--- config.mk ---
export PLATFORM = sky130hd
export DESIGN_NAME = inst_encoder
export DESIGN_NICKNAME = d
export VERILOG_FILES = /design/src/rtl/inst_enc_pkg.sv /design/src/rtl/inst_encoder_imm_packer.sv /design/src/rtl/inst_encoder.sv
export SDC_FILE = /design/constraint.sdc
export NUM_CORES = 1
export LEC_CHECK = 0
export BUFFER_PORTS_ARGS = -buffer_cell sky130_fd_sc_hd__buf_4
export CORE_MARGIN = 2
export CORE_UTILIZATION = 52
export CTS_CLUSTER_DIAMETER = 150
export CTS_CLUSTER_SIZE = 20
export DETAILED_ROUTE_END_ITERATION = 16
export PLACE_DENSITY = 0.83
export SLEW_MARGIN = 20
export SYNTH_ARGS = -nofsm -noshare
export SYNTH_HDL_FRONTEND = slang
export SYNTH_SLANG_ARGS = --single-unit
--- constraint.sdc ---
create_clock -name clk -period 3.74 [get_ports clk]
set_input_delay 1.122 -clock clk [delete_from_list [all_inputs] [get_ports clk]]
set_output_delay 1.122 -clock clk [all_outputs]
set_load 0.05 [all_outputs]
--- src/rtl/inst_enc_pkg.sv ---
// inst_enc_pkg
// Shared definitions for the instruction encoder in the program-loader path.
// Holds the field-bundle kind codes, the RV32I major opcodes (the same values
// the CPU's main control decoder matches), the encoder state type and the
// kind-to-opcode mapping.
// Optional feature macro used by the encoder: INST_ENCODER_LI_EN.
package inst_enc_pkg;

    // Field-bundle kind codes; 10..15 are unsupported.
    localparam logic [3:0] KIND_LW     = 4'd0;
    localparam logic [3:0] KIND_SW     = 4'd1;
    localparam logic [3:0] KIND_OPIMM  = 4'd2;
    localparam logic [3:0] KIND_BRANCH = 4'd3;
    localparam logic [3:0] KIND_JAL    = 4'd4;
    localparam logic [3:0] KIND_LUI    = 4'd5;
    localparam logic [3:0] KIND_OP     = 4'd6;
    localparam logic [3:0] KIND_AUIPC  = 4'd7;
    localparam logic [3:0] KIND_JALR   = 4'd8;
    localparam logic [3:0] KIND_LI     = 4'd9;

    // RV32I major opcodes.
    localparam logic [6:0] OPC_LOAD   = 7'b0000011;
    localparam logic [6:0] OPC_STORE  = 7'b0100011;
    localparam logic [6:0] OPC_OPIMM  = 7'b0010011;
    localparam logic [6:0] OPC_BRANCH = 7'b1100011;
    localparam logic [6:0] OPC_JAL    = 7'b1101111;
    localparam logic [6:0] OPC_LUI    = 7'b0110111;
    localparam logic [6:0] OPC_OP     = 7'b0110011;
    localparam logic [6:0] OPC_AUIPC  = 7'b0010111;
    localparam logic [6:0] OPC_JALR   = 7'b1100111;

    // Encoder control states; EMIT2 only exists when LI expansion is built.
    typedef enum logic {
        ST_IDLE  = 1'b0,
        ST_EMIT2 = 1'b1
    } enc_state_t;

    // Maps a kind code to its major opcode. A zero result marks a kind that
    // has no direct single-word encoding (LI and the unsupported codes).
    function automatic logic [6:0] kind_to_opcode(input logic [3:0] kind);
        logic [6:0] opc;
        case (kind)
            KIND_LW:     opc = OPC_LOAD;
            KIND_SW:     opc = OPC_STORE;
            KIND_OPIMM:  opc = OPC_OPIMM;
            KIND_BRANCH: opc = OPC_BRANCH;
            KIND_JAL:    opc = OPC_JAL;
            KIND_LUI:    opc = OPC_LUI;
            KIND_OP:     opc = OPC_OP;
            KIND_AUIPC:  opc = OPC_AUIPC;
            KIND_JALR:   opc = OPC_JALR;
            default:     opc = 7'd0;
        endcase
        return opc;
    endfunction

endpackage

--- src/rtl/inst_encoder_imm_packer.sv ---
// imm_packer
// Combinational immediate placement for the instruction encoder. Returns the
// instruction bits contributed by the immediate (and funct7_5 where it lives in
// bit 30); opcode, registers and funct3 are merged by the top level.
// Ports:
//   kind      in   4   field-bundle kind code
//   funct3    in   3   funct3, selects the shift form of OPIMM
//   funct7_5  in   1   value for instruction bit 30 (OP, OPIMM SRLI/SRAI)
//   imm       in  32   immediate / offset / upper value
//   imm_bits  out 32   placed immediate bits, zero elsewhere
//   range_err out  1   BRANCH/JAL offset does not fit its field
module imm_packer
    import inst_enc_pkg::*;
(
    input  logic [3:0]  kind,
    input  logic [2:0]  funct3,
    input  logic        funct7_5,
    input  logic [31:0] imm,
    output logic [31:0] imm_bits,
    output logic        range_err
);

    // Places the immediate per instruction format. Bit 0 of branch and jump
    // offsets is dropped because targets are always halfword aligned; the
    // range checks require the upper bits to be a pure sign extension of the
    // field's top bit. SLLI keeps bit 30 clear, only SRLI/SRAI carry funct7_5.
    always_comb begin
        imm_bits  = '0;
        range_err = 1'b0;
        case (kind)
            KIND_LW, KIND_JALR: begin
                imm_bits = {imm[11:0], 20'd0};
            end
            KIND_OPIMM: begin
                if (funct3 == 3'b001) begin
                    imm_bits = {7'd0, imm[4:0], 20'd0};
                end else if (funct3 == 3'b101) begin
                    imm_bits = {1'b0, funct7_5, 5'd0, imm[4:0], 20'd0};
                end else begin
                    imm_bits = {imm[11:0], 20'd0};
                end
            end
            KIND_SW: begin
                imm_bits = {imm[11:5], 13'd0, imm[4:0], 7'd0};
            end
            KIND_BRANCH: begin
                imm_bits  = {imm[12], imm[10:5], 13'd0, imm[4:1], imm[11], 7'd0};
                range_err = (imm[31:12] != {20{imm[12]}});
            end
            KIND_JAL: begin
                imm_bits  = {imm[20], imm[10:1], imm[11], imm[19:12], 12'd0};
                range_err = (imm[31:20] != {12{imm[20]}});
            end
            KIND_LUI, KIND_AUIPC: begin
                imm_bits = {imm[31:12], 12'd0};
            end
            KIND_OP: begin
                imm_bits = {1'b0, funct7_5, 30'd0};
            end
            default: begin
                imm_bits  = '0;
                range_err = 1'b0;
            end
        endcase
    end

endmodule

--- src/rtl/inst_encoder.sv ---
// inst_encoder
// Encodes field-level instruction descriptions into packed RV32I words for the
// IMEM write port, tagging each word with a sequential word address.
// Optional LI pseudo-instruction expansion is built when the macro
// INST_ENCODER_LI_EN is defined; otherwise kind 9 is treated as unsupported.
// Ports:
//   clk          in   1       clock, rising edge
//   rstn         in   1       synchronous active-low reset
//   clear        in   1       synchronous restart of address, err and state
//   in_valid     in   1       field bundle valid
//   in_ready     out  1       bundle accepted on in_valid & in_ready
//   in_kind      in   4       kind code
//   in_funct3    in   3       funct3 field
//   in_funct7_5  in   1       instruction bit 30 for OP / OPIMM 101
//   in_rd        in   5       destination register
//   in_rs1       in   5       source register 1
//   in_rs2       in   5       source register 2
//   in_imm       in  32       immediate / offset / upper value
//   out_valid    out  1       encoded word valid
//   out_ready    in   1       downstream accept
//   out_inst     out 32       encoded instruction
//   out_addr     out ADDR_W   word address of out_inst
//   err          out  1       sticky error flag
module inst_encoder #(
    parameter int                ADDR_W    = 10,
    parameter logic [ADDR_W-1:0] BASE_ADDR = '0
) (
    input  logic              clk,
    input  logic              rstn,
    input  logic              clear,
    input  logic              in_valid,
    output logic              in_ready,
    input  logic [3:0]        in_kind,
    input  logic [2:0]        in_funct3,
    input  logic              in_funct7_5,
    input  logic [4:0]        in_rd,
    input  logic [4:0]        in_rs1,
    input  logic [4:0]        in_rs2,
    input  logic [31:0]       in_imm,
    output logic              out_valid,
    input  logic              out_ready,
    output logic [31:0]       out_inst,
    output logic [ADDR_W-1:0] out_addr,
    output logic              err
);

    import inst_enc_pkg::*;

    localparam logic [ADDR_W-1:0] ADDR_MAX = {ADDR_W{1'b1}};
    localparam logic [ADDR_W-1:0] ADDR_ONE = {{(ADDR_W-1){1'b0}}, 1'b1};

    logic [31:0] imm_bits;
    logic        range_err;
    logic [6:0]  opcode;
    logic [31:0] reg_bits;
    logic [31:0] main_word;
    logic [31:0] first_word;
    logic        drop;
    logic        idle_now;
    logic        accept;
    logic        out_fire;

    imm_packer u_imm_packer (
        .kind      (in_kind),
        .funct3    (in_funct3),
        .funct7_5  (in_funct7_5),
        .imm       (in_imm),
        .imm_bits  (imm_bits),
        .range_err (range_err)
    );

    assign opcode = kind_to_opcode(in_kind);

    // Register and funct3 fields per instruction format; U/J formats carry
    // no funct3 so the supplied value is ignored for them.
    always_comb begin
        reg_bits = '0;
        case (in_kind)
            KIND_LW, KIND_OPIMM, KIND_JALR: begin
                reg_bits = {12'd0, in_rs1, in_funct3, in_rd, 7'd0};
            end
            KIND_SW, KIND_BRANCH: begin
                reg_bits = {7'd0, in_rs2, in_rs1, in_funct3, 5'd0, 7'd0};
            end
            KIND_JAL, KIND_LUI, KIND_AUIPC: begin
                reg_bits = {20'd0, in_rd, 7'd0};
            end
            KIND_OP: begin
                reg_bits = {7'd0, in_rs2, in_rs1, in_funct3, in_rd, 7'd0};
            end
            default: begin
                reg_bits = '0;
            end
        endcase
    end

    assign main_word = imm_bits | reg_bits | {25'd0, opcode};

`ifdef INST_ENCODER_LI_EN
    enc_state_t  state;
    logic [31:0] pending_word;
    logic [31:0] second_word;
    logic        second_pending;
    logic [19:0] li_upper;
    logic        li_short;

    assign idle_now = (state == ST_IDLE);

    // LI selection. The LUI upper part is rounded by imm[11] because the
    // following ADDI sign-extends its 12-bit immediate. A zero low part makes
    // the ADDI a no-op, so only the LUI is emitted.
    always_comb begin
        li_upper       = in_imm[31:12] + {19'd0, in_imm[11]};
        li_short       = (in_imm[31:11] == {21{in_imm[11]}});
        first_word     = main_word;
        second_word    = '0;
        second_pending = 1'b0;
        drop           = (opcode == 7'd0) || range_err;
        if (in_kind == KIND_LI) begin
            drop = 1'b0;
            if (li_short) begin
                first_word = {in_imm[11:0], 5'd0, 3'b000, in_rd, OPC_OPIMM};
            end else begin
                first_word     = {li_upper, in_rd, OPC_LUI};
                second_word    = {in_imm[11:0], in_rd, 3'b000, in_rd, OPC_OPIMM};
                second_pending = (in_imm[11:0] != 12'd0);
            end
        end
    end
`else
    assign idle_now = 1'b1;

    // Without LI expansion every bundle maps to at most one word.
    always_comb begin
        first_word = main_word;
        drop       = (opcode == 7'd0) || range_err;
    end
`endif

    assign in_ready = rstn & ~clear & idle_now & (~out_valid | out_ready);
    assign accept   = in_valid & in_ready;
    assign out_fire = out_valid & out_ready;

    // Output register, address counter and (optionally) the LI state machine.
    // A handshake retires the current word first; a same-cycle accept then
    // reloads the register, giving back-to-back throughput. Dropped bundles
    // only raise err. clear outranks both accept and handshake.
    always_ff @(posedge clk) begin
        if (!rstn) begin
            out_valid    <= 1'b0;
            out_inst     <= '0;
            out_addr     <= BASE_ADDR;
            err          <= 1'b0;
`ifdef INST_ENCODER_LI_EN
            state        <= ST_IDLE;
            pending_word <= '0;
`endif
        end else if (clear) begin
            out_valid <= 1'b0;
            out_addr  <= BASE_ADDR;
            err       <= 1'b0;
`ifdef INST_ENCODER_LI_EN
            state     <= ST_IDLE;
`endif
        end else begin
            if (out_fire) begin
                out_valid <= 1'b0;
                out_addr  <= out_addr + ADDR_ONE;
                if (out_addr == ADDR_MAX) begin
                    err <= 1'b1;
                end
            end
`ifdef INST_ENCODER_LI_EN
            case (state)
                ST_IDLE: begin
                    if (accept) begin
                        if (drop) begin
                            err <= 1'b1;
                        end else begin
                            out_valid <= 1'b1;
                            out_inst  <= first_word;
                            if (second_pending) begin
                                pending_word <= second_word;
                                state        <= ST_EMIT2;
                            end
                        end
                    end
                end
                ST_EMIT2: begin
                    if (out_fire) begin
                        out_valid <= 1'b1;
                        out_inst  <= pending_word;
                        state     <= ST_IDLE;
                    end
                end
                default: begin
                    state <= ST_IDLE;
                end
            endcase
`else
            if (accept) begin
                if (drop) begin
                    err <= 1'b1;
                end else begin
                    out_valid <= 1'b1;
                    out_inst  <= first_word;
                end
            end
`endif
        end
    end

endmodule
== Word level (Yosys, flattened, before mapping) ==
Memories as Yosys holds them, arrays and structs flattened.
Cells that the tools add are included.

* Add/sub/neg operators: 1
* $mul: 0
* Divide/modulo/power cells: 0
* Magnitude comparators: 0
* Equal/unequal tests: 13
* Shift-type cells: 0
* Mux-type cells: 12
* Bitwise logic cells: 11
* Reduce and logical (&&, ||, !) cells: 10

{| class="wikitable"
|+ Operator list
! operator !! count
|-
| one-hot mux 32 bit (7 select lines) || 1
|-
| one-hot mux 25 bit (4 select lines) || 1
|-
| 2-to-1 mux 32 bit || 2
|-
| bitwise OR 32 bit || 1
|-
| bitwise OR 32 x 7 -> 32 bit || 1
|-
| != test 19 bit || 1
|-
| equality test 4 x 3 -> 1 bit (second input constant) || 4
|-
| != test 11 bit || 1
|-
| adder 10 x 1 -> 10 bit (second input constant) || 1
|-
| equality test 10 bit (second input constant) || 1
|-
| equality test 4 x 2 -> 1 bit (second input constant) || 2
|-
| OR reduction 2 bit || 4
|-
| logical NOT 7 bit || 1
|-
| 2-to-1 mux 1 bit || 7
|-
| OR reduction 3 bit || 2
|-
| AND 1 bit || 4
|-
| equality test 4 x 1 -> 1 bit (second input constant) || 1
|-
| equality test 4 bit (second input constant) || 1
|-
| logical NOT 4 bit || 1
|-
| inverter 1 bit || 4
|-
| equality test 3 x 1 -> 1 bit (second input constant) || 1
|-
| equality test 3 bit (second input constant) || 1
|-
| AND reduction 3 bit || 1
|-
| one-hot mux 1 bit (2 select lines) || 1
|-
| other kinds (2) || 2
|}

* Register bits after elaboration: 44
* Bits in latches: 0
* Memory bits (writable): 0
* Bits in read-only memories: 112
* Input port bits: 60
* Output and inout port bits: 45
* Logic and storage cells: 52
* Memories kept: 1

{| class="wikitable"
|+ Memory list
! name !! depth !! width !! rd ports !! clocked after memory_dff !! write ports !! RTL line !! text
|-
| (name not given) || 16 || 7 || 1 || 0 || 0 || inst_enc_pkg.sv:42 || <nowiki>case (kind)</nowiki>
|}

== Longest topological paths before layout ==
Gate-level depths: netlist (run 1).

* Depth after elaboration: 6
* Gate-level depth with buffers: 8
* Gate-level depth less buffers: 6

== Hierarchy ==
From an unflattened synthesis (run 1), not the netlist that was laid out.

* Cells, all modules: 307
* Area total of the unflattened synthesis: 2438.6 um^2

{| class="wikitable"
|+ Modules (own cells, without submodules)
! module !! instances !! cells an instance !! area an instance (um^2) !! sequential area each (um^2)
|-
| inst_encoder || 1 || 225 || 1874.3 || 880.8
|-
| imm_packer || 1 || 82 || 564.3 || 0.0
|}

== Least setup slack after synthesis (run 1) ==
Ideal clock, no wire load.

* Path kind: input to output
* From: input port rstn
* To: output port in_ready
* Arrival: 1956 ps
* Data required time: 2618 ps
* Setup slack: 662 ps
* Stages: 3
* Buffers on the path: 1
* Cell sequence: clkbuf_1 -> nor2b_1 -> and2_1

* Cells in the longest elaborated chain, start to end: 2

{| class="wikitable"
|+ Ends and longest elaborated chain
! element !! RTL line !! text
|-
| start, declared || inst_encoder.sv:29 || <nowiki>input logic rstn,</nowiki>
|-
| AND 1 bit (2 in a row) || inst_encoder.sv:140 || <nowiki>assign in_ready = rstn & ~clear & idle_now & (~out_valid | out_ready);</nowiki>
|-
| end, declared || inst_encoder.sv:32 || <nowiki>output logic in_ready,</nowiki>
|}

Every way passes these cells.

== Worst setup path after layout (run 1) ==
* From: input port clear
* To: output port in_ready

* Cells in the longest elaborated chain, start to end: 3

{| class="wikitable"
|+ Ends and longest elaborated chain
! element !! RTL line !! text
|-
| start, declared || inst_encoder.sv:30 || <nowiki>input logic clear,</nowiki>
|-
| inverter 1 bit (no source line) || n/a ||
|-
| AND 1 bit (2 in a row) || inst_encoder.sv:140 ||
|}

Every way passes these cells.

==> impl_metrics.json, run 1 <==
{
  "synth_top_area_share": 0.336,
  "cts-htree-levels": 2,
  "cap_violations": 0,
  "cp.required_ps": 2620,
  "worst_hold_path.endpoint": "out_inst[3]",
  "io_pins": 105,
  "skew_ps": 4.57,
  "critPathArrivalTime_ps": 1830,
  "irDropWorstVdd_mv": 0.198,
  "place_congestion": 0.832,
  "die_h_um": 74.2,
  "tns_ps": 0,
  "worstMarginPinSlew_ps": 772,
  "syn_avg_cell_area_um2": 8.89,
  "antenna_found_initial": 0,
  "yosysUniqueCellTypes": 57,
  "p_clk_frac": 0.375,
  "synth_edf_count": 0,
  "diodes": 0,
  "die_area_um2": 5500,
  "path_clk_slew_ps": 80,
  "cts_tree": "done",
  "period_needed_ps": 2950,
  "worstSetupEndpointType": "primary output",
  "mostFrequentLayoutCells": "buf_4, dfxtp_1, nand2_1",
  "postCtsSetupBuffers": 0,
  "wire_per_inst_um": 15.2,
  "dpl_worst_slack_ps": 572,
  "first_pass_iters": 4,
  "root_buffer": "clkbuf_8",
  "min_period_over_period": 0.788,
  "synth-async-reset-ratio": 0,
  "ys_seq_area_frac": 0.336,
  "drc": 0,
  "r2r_slack_ps": 2040,
  "dr_total_vias": 2570,
  "grt_use_total": 0.254,
  "stdcell_area_um2": 3430,
  "cts_buffer_depth": 2,
  "setup_violations": 0,
  "rows": 25,
  "grt_pass1_vias": 2330,
  "r2r-start": "out_valid",
  "final.setup.worst_slack_ps": 792,
  "yosysTopAreaCell": "dfxtp_1",
  "p_sw_frac": 0.265,
  "ctsResizeCount": 0,
  "synth_area_um2": 2560,
  "layout.cells.non_filler": 451,
  "p_comb_frac": 0.210,
  "dieWidth_um": 74.2,
  "synth-main-ff-cell": "dfxtp_1",
  "total_power_mw": 1.14,
  "insertion_delay_ps": 300,
  "dr.first_iter.drc_count": 127,
  "pwr-share-seq": 0.415,
  "reg2reg_depth": 6,
  "synth_area_leaders": "dfxtp_1, mux2i_1, a22oi_1",
  "routed_wl_um": 6850,
  "grt_overflow": 0,
  "netlist_instances": 288,
  "outcome": "finished, final reports clean",
  "switchingPower_mw": 0.303,
  "cts_sinks": 43,
  "synth_seq_cells": 43,
  "synthToLayoutAreaGrowth_pct": 33.9,
  "syn-num-nets": 349,
  "grt_first_pass_wirelength_um": 10900,
  "place_hpwl_um": 5100,
  "dp.cells": 443,
  "start_util": 0.542,
  "holdBufCountCts": 0,
  "hold_class": "flip-flop to flip-flop",
  "fmax_mhz": 339,
  "fin_util": 0.726,
  "slew_headroom": 0.484,
  "leakage_nw": 1.57,
  "slew_viol_final": 0,
  "place_area_um2": 3290,
  "intPower_mw": 0.839,
  "hold_viol": 0,
  "io_buffers": 104,
  "rr_endpoint": "out_inst[26]",
  "final_common_cell": "buf_4",
  "worst-path-max-fanout": 3,
  "hold_depth": 2,
  "via_per_inst": 5.70,
  "numCtsBuffers": 5,
  "finalNetCount": 444,
  "synth-warning-count": 0,
  "pwr_density_cell_nw_per_um2": 333,
  "whs_ps": 461,
  "critPathLaunchType": "input port",
  "core_area_um2": 4720,
  "worstSetupPathType": "input port to primary output",
  "hp-start": "out_inst[3]",
  "rsz0062_at_grt": "false",
  "layout-drive-gt1-share": 0.352,
  "grt_max_degree": 34,
  "ant_nets": 0
}
==> worst max-delay path, stage by stage <==
cell     delay, ps
buf_4          110
nor2b_1        200
and2_1         190
buf_4          200
==> cell families after synthesis <==
kind of cell             count (synthesis)  synth area share
buffers and inverters                   23            0.0709
multiplexers                            32             0.126
XOR/XNOR                                 8            0.0274
adder cells (fa/ha/maj)                  1           0.00489
flip-flops                              43             0.336
AND/OR/NAND/NOR                        100             0.195
AO/OA/AOI/OAI                           81             0.240
==> cell type report <==
class	count	area, µm²
Fill cell	380	1290
Inverter	3	11.3
Multi-Input combinational cell	222	1530
Timing Repair Buffer	108	811
Clock buffer	5	68.8
Tap cell	67	83.8
Clock inverter	3	67.6
Sequential cell	43	861
==> power groups by stage <==
stage          registers (mW)  logic [mW]  clock network [mW]
4_1_cts                 0.474       0.238               0.436
5_1_grt                 0.475       0.257               0.453
3_5_place_dp            0.484       0.237                   0
6_report                0.474       0.240               0.428
3_3_place_gp            0.484       0.233                   0
2_1_floorplan           0.519       0.110                   0
==> cells in the mapped netlist, types with 4 or more instances <==
master,n
nand2b_1,4
clkbuf_1,8
a22oi_1,26
nand3_1,7
o21ai_1,5
nand2_1,42
a21oi_1,16
nor4_1,5
o21a_1,4
mux2i_1,31
nor2b_1,6
o22a_2,8
dfxtp_1,43
xor2_1,5
nor2_1,15
nand4_1,7
==> sequential cells by signal, indices dropped and copies added (netlist names) <==
name	flops
out_addr	10
out_valid	1
out_inst	31
err	1
==> worst max path at each step <==
stage                          start  cells after the start           end  slack, ps
after floorplan                 rstn                      3      in_ready        660
after global placement    in_kind[3]                      7  out_inst[21]        640
after detailed placement  in_kind[3]                      7  out_inst[26]        570
after CTS                      clear                      4      in_ready        790
after global routing           clear                      4      in_ready        720
final                          clear                      4      in_ready        790
==> metal layers <==
layer	track usage	wire, µm	vias up	part of all wire
li1	-	-	1255	-
met2	0.410	3240	112	0.47
met5	0	0	-	0
met3	0.0447	477	11	0.070
met1	0.341	3000	1192	0.44
met4	0.0949	138	0	0.020
Note: power is estimated with default switching activity, not from simulation.
==> run 2, diff against run 1 <==
--- a/config.mk
+++ b/config.mk
@@ -7,11 +7,11 @@
 export LEC_CHECK = 0
 export BUFFER_PORTS_ARGS = -buffer_cell sky130_fd_sc_hd__buf_4
 export CORE_MARGIN = 2
-export CORE_UTILIZATION = 52
+export CORE_UTILIZATION = 48
 export CTS_CLUSTER_DIAMETER = 150
 export CTS_CLUSTER_SIZE = 20
 export DETAILED_ROUTE_END_ITERATION = 16
-export PLACE_DENSITY = 0.83
+export PLACE_DENSITY = 0.78
 export SLEW_MARGIN = 20
 export SYNTH_ARGS = -nofsm -noshare
 export SYNTH_HDL_FRONTEND = slang
==> constraint.sdc (replaced) <==
create_clock -name clk -period 3 [get_ports clk]
set_input_delay 0.9 -clock clk [delete_from_list [all_inputs] [get_ports clk]]
set_output_delay 0.9 -clock clk [all_outputs]
set_load 0.05 [all_outputs]
==> impl_metrics.json, run 2 (synthesis results as in run 1) <==
{
  "reg2reg_depth": 4,
  "via_per_inst": 5.65,
  "path_clk_slew_ps": 70,
  "io_buffers": 104,
  "setup_violations": 0,
  "die_area_um2": 5930,
  "layout-drive-gt1-share": 0.349,
  "worstMarginPinSlew_ps": 665,
  "skew_ps": 3.08,
  "min_period_over_period": 0.822,
  "cts-htree-levels": 2,
  "critPathLaunchType": "input port",
  "period_needed_ps": 2470,
  "fin_util": 0.663,
  "die_h_um": 77.0,
  "postCtsSetupBuffers": 0,
  "largest_registers": "out_inst: 31 flops, out_addr: 10 flops",
  "rows": 26,
  "rsz0062_at_grt": "false",
  "grt_first_pass_wirelength_um": 11200,
  "antenna_found_initial": 0,
  "mostFrequentLayoutCells": "buf_4, dfxtp_1, nand2_1",
  "critPathArrivalTime_ps": 1570,
  "stdcell_area_um2": 3410,
  "dr_total_vias": 2565,
  "grt_max_degree": 34,
  "core_area_um2": 5140,
  "root_buffer": "clkbuf_8",
  "ant_nets": 0,
  "wire_per_inst_um": 15.1,
  "place_area_um2": 3340,
  "fillers": 480,
  "first_pass_iters": 4,
  "final_common_cell": "buf_4",
  "worst-path-max-fanout": 4,
  "cts_sinks": 43,
  "regMostFlops": "out_inst",
  "start_util": 0.498,
  "pwr_density_cell_nw_per_um2": 359,
  "holdBufCountCts": 0,
  "cts_tree": "done",
  "worstSetupEndpointType": "primary output",
  "cap_violations": 0,
  "grt_overflow": 0,
  "io_pins": 105,
  "dpl_worst_slack_ps": 448,
  "slew_viol_final": 0,
  "routed_wl_um": 6880,
  "outcome": "finished, final reports clean",
  "grt_pass1_vias": 2326,
  "largest_reg_flops": 31,
  "place_hpwl_um": 5250,
  "hold_depth": 2,
  "leakage_nw": 1.57,
  "dr.first_iter.drc_count": 118,
  "place_congestion": 0.867,
  "diodes": 0,
  "worstSetupPathType": "input port to primary output",
  "cp.required_ps": 2100,
  "grt_use_total": 0.230,
  "cts_buffer_depth": 2,
  "final.setup.worst_slack_ps": 534,
  "finalNetCount": 446,
  "ctsResizeCount": 0,
  "total_power_mw": 1.22,
  "irDropWorstVdd_mv": 0.201,
  "tns_ps": 0,
  "fmax_mhz": 405,
  "dieWidth_um": 77.0,
  "hold_class": "flip-flop to flip-flop",
  "numCtsBuffers": 5,
  "hold_viol": 0,
  "drc": 0,
  "slew_headroom": 0.555,
  "insertion_delay_ps": 290,
  "synthToLayoutAreaGrowth_pct": 33.1
}
[run 2: cell count changes in the layout (fill, tap and decap cells not counted), sizes merged]
cell,delta
buf,+2
bufinv,-2
clkbuf,+1
clkinvlp,-1
[run 2: final cells by class]
type / instances / area (µm²) / area share
inverter: 3 / 11.3 / 0.00330
clock buffer: 6 / 72.6 / 0.0213
sequential: 43 / 861 / 0.253
timing repair buffer: 110 / 851 / 0.250
multi-input combinational: 222 / 1530 / 0.448
tap: 70 / 87.6 / 0.0257
[run 2: metrics by stage]
stage          hold slack (ps)  cells
6_report                   462    454
5_1_grt                    481    454
4_1_cts                    463    454
3_5_place_dp               452    448
3_3_place_gp               446    448
2_1_floorplan              673    288
[run 2: report_power, final]
group	switching, mW	internal, mW	leakage (nW)	total (mW)
registers	0.00750	0.583	0.348	0.591
logic	0.167	0.134	1.18	0.300
clock network	0.177	0.155	0.0371	0.332
[run 2: critical path, cell delays in order]
cell	delay [ps]
buf_4	120
nand2b_1	170
and2_1	190
buf_4	190
[run 2: worst paths after layout]
| path | from | to | slack (ps) |
|---|---|---|---|
| worst max-delay path | out_ready | in_ready | 530 |
| worst min-delay path | out_inst[5] | out_inst[5] | 460 |
| worst max register to register | out_valid | out_addr[9] | 1410 |
| worst min register to register | out_inst[5] | out_inst[5] | 460 |
[run 2: routing by layer]
metal,global-route usage,wire [µm]
met1,0.323,3070
met4,0.0625,93
met2,0.359,3220
met5,0,0
met3,0.0494,492
==> run 3, diff against run 2 <==
--- a/config.mk
+++ b/config.mk
@@ -7,11 +7,11 @@
 export LEC_CHECK = 0
 export BUFFER_PORTS_ARGS = -buffer_cell sky130_fd_sc_hd__buf_4
 export CORE_MARGIN = 2
-export CORE_UTILIZATION = 48
+export CORE_UTILIZATION = 44
 export CTS_CLUSTER_DIAMETER = 150
 export CTS_CLUSTER_SIZE = 20
 export DETAILED_ROUTE_END_ITERATION = 16
-export PLACE_DENSITY = 0.78
+export PLACE_DENSITY = 0.75
 export SLEW_MARGIN = 20
 export SYNTH_ARGS = -nofsm -noshare
 export SYNTH_HDL_FRONTEND = slang
==> constraint.sdc (replaced) <==
create_clock -name clk -period 2 [get_ports clk]
set_input_delay 0.6 -clock clk [delete_from_list [all_inputs] [get_ports clk]]
set_output_delay 0.6 -clock clk [all_outputs]
set_load 0.05 [all_outputs]
==> impl_metrics.json, run 3 (synthesis results as in run 1) <==
{
  "layout.cells.non_filler": 485,
  "skew_ps": 10.1,
  "place_hpwl_um": 5730,
  "ant_nets": 0,
  "hold_class": "flip-flop to flip-flop",
  "io_buffers": 104,
  "crit_top_cell": "buf_4",
  "start_util": 0.459,
  "die_h_um": 80.3,
  "max_stage_delay_ps": 220,
  "setup_violations": 0,
  "intPower_mw": 1.42,
  "numCtsBuffers": 5,
  "pwr_density_cell_nw_per_um2": 544,
  "slew_headroom": 0.679,
  "root_buffer": "clkbuf_8",
  "cts_tree": "done",
  "multiInputGateArea_um2": 1540,
  "ctsResizeCount": 0,
  "routed_wl_um": 7350,
  "cp.required_ps": 1400,
  "slew_viol_final": 0,
  "grt_pass1_vias": 2524,
  "first_pass_iters": 4,
  "largest_reg_flops": 31,
  "leakage_nw": 1.72,
  "grt_use_total": 0.231,
  "antenna_found_initial": 0,
  "cap_violations": 0,
  "p_sw_frac": 0.287,
  "p_clk_frac": 0.309,
  "total_power_mw": 1.99,
  "switchingPower_mw": 0.570,
  "stdcell_area_um2": 3660,
  "cts_buffer_depth": 2,
  "wire_per_inst_um": 15.1,
  "io_pins": 105,
  "critPathLaunchType": "input port",
  "cts_sinks": 43,
  "hold_viol": 0,
  "rows": 27,
  "via_per_inst": 5.51,
  "regMostFlops": "out_inst",
  "grt_overflow": 0,
  "worstSetupEndpointType": "primary output",
  "core_area_um2": 5570,
  "drc": 0,
  "outcome": "finished, final reports clean",
  "fillers": 493,
  "worst-path-max-fanout": 4,
  "place_area_um2": 3550,
  "min_period_over_period": 0.950,
  "layout-drive-gt1-share": 0.400,
  "cp_slowest_cell": "and2_2",
  "worstSetupPathType": "input port to primary output",
  "worstMarginPinSlew_ps": 478,
  "pwr-share-seq": 0.445,
  "period_needed_ps": 1900,
  "finalNetCount": 473,
  "synthToLayoutAreaGrowth_pct": 42.9,
  "final.setup.worst_slack_ps": 100,
  "dieWidth_um": 80.3,
  "die_area_um2": 6440,
  "place_congestion": 0.802,
  "path_cells": "buf_4, nand2b_1, and2_2, buf_4",
  "grt_first_pass_wirelength_um": 11800,
  "diodes": 0,
  "dr.first_iter.drc_count": 165,
  "irDropWorstVdd_mv": 0.387,
  "insertion_delay_ps": 290,
  "largest_registers": "out_inst: 31 flops, out_addr: 10 flops",
  "rsz0062_at_grt": "false",
  "dpl_worst_slack_ps": -208,
  "cts-htree-levels": 2,
  "fmax_mhz": 526,
  "grt_max_degree": 34,
  "p_comb_frac": 0.246,
  "mostFrequentLayoutCells": "buf_4, dfxtp_1, nand2_1",
  "final_common_cell": "buf_4",
  "critPathArrivalTime_ps": 1300,
  "seq_area_um2": 861,
  "dp.cells": 477,
  "dr_total_vias": 2671,
  "path_clk_slew_ps": 80,
  "postCtsSetupBuffers": 0,
  "holdBufCountCts": 0
}
-- run 3: cell types whose count changed in the layout (fill, tap and decap cells not counted), sizes merged --
cell	change
clkbuf	+2
buf	+27
-- run 3: worst paths after layout --
path | from | to | slack, ps | cells past startpoint
hold reg to reg | out_inst[4] | out_inst[4] | 460 | 2
hold / removal | out_inst[4] | out_inst[4] | 460 | 2
setup reg to reg | out_valid | out_addr[5] | 420 | 4
setup / recovery | out_ready | in_ready | 100 | 4
-- run 3: worst max-delay path, delay by kind of cell --
| kind | cells | cell delay (ps) |
|---|---|---|
| buffers and inverters | 2 | 310 |
| AND/OR/NAND/NOR | 2 | 390 |
-- run 3: final cells by class --
cell class | count | share of cell area
clock buffers | 8 | 0.0274
well taps | 72 | 0.0246
inverters | 3 | 0.00308
repair buffers | 137 | 0.288
multi-input cells | 222 | 0.421
flip-flops and latches | 43 | 0.235
-- run 3: power by group through the flow --
stage	combinational (mW)	sequential (mW)	clock [mW]
2_1_floorplan	0.207	0.971	0
3_3_place_gp	0.476	0.905	0
3_5_place_dp	0.486	0.906	0
4_1_cts	0.487	0.885	0.627
5_1_grt	0.526	0.888	0.664
6_report	0.489	0.885	0.615
-- run 3: stage by stage --
stage,setup TNS (ps),util,hold WS [ps]
after detailed placement,-5330,0.637,453
final,0,0.656,460
after global routing,0,0.656,473
after global placement,-6020,0.637,445
after CTS,0,0.655,464
after floorplan,0,-,673
-- run 3: routing by layer --
metal  vias up  GRT usage  part of all wire
met1      1265      0.304              0.44
met3         4     0.0461             0.062
met5         -          0                 0
met2        95      0.387              0.49
li1       1307          -                 -
met4         0     0.0593            0.0072
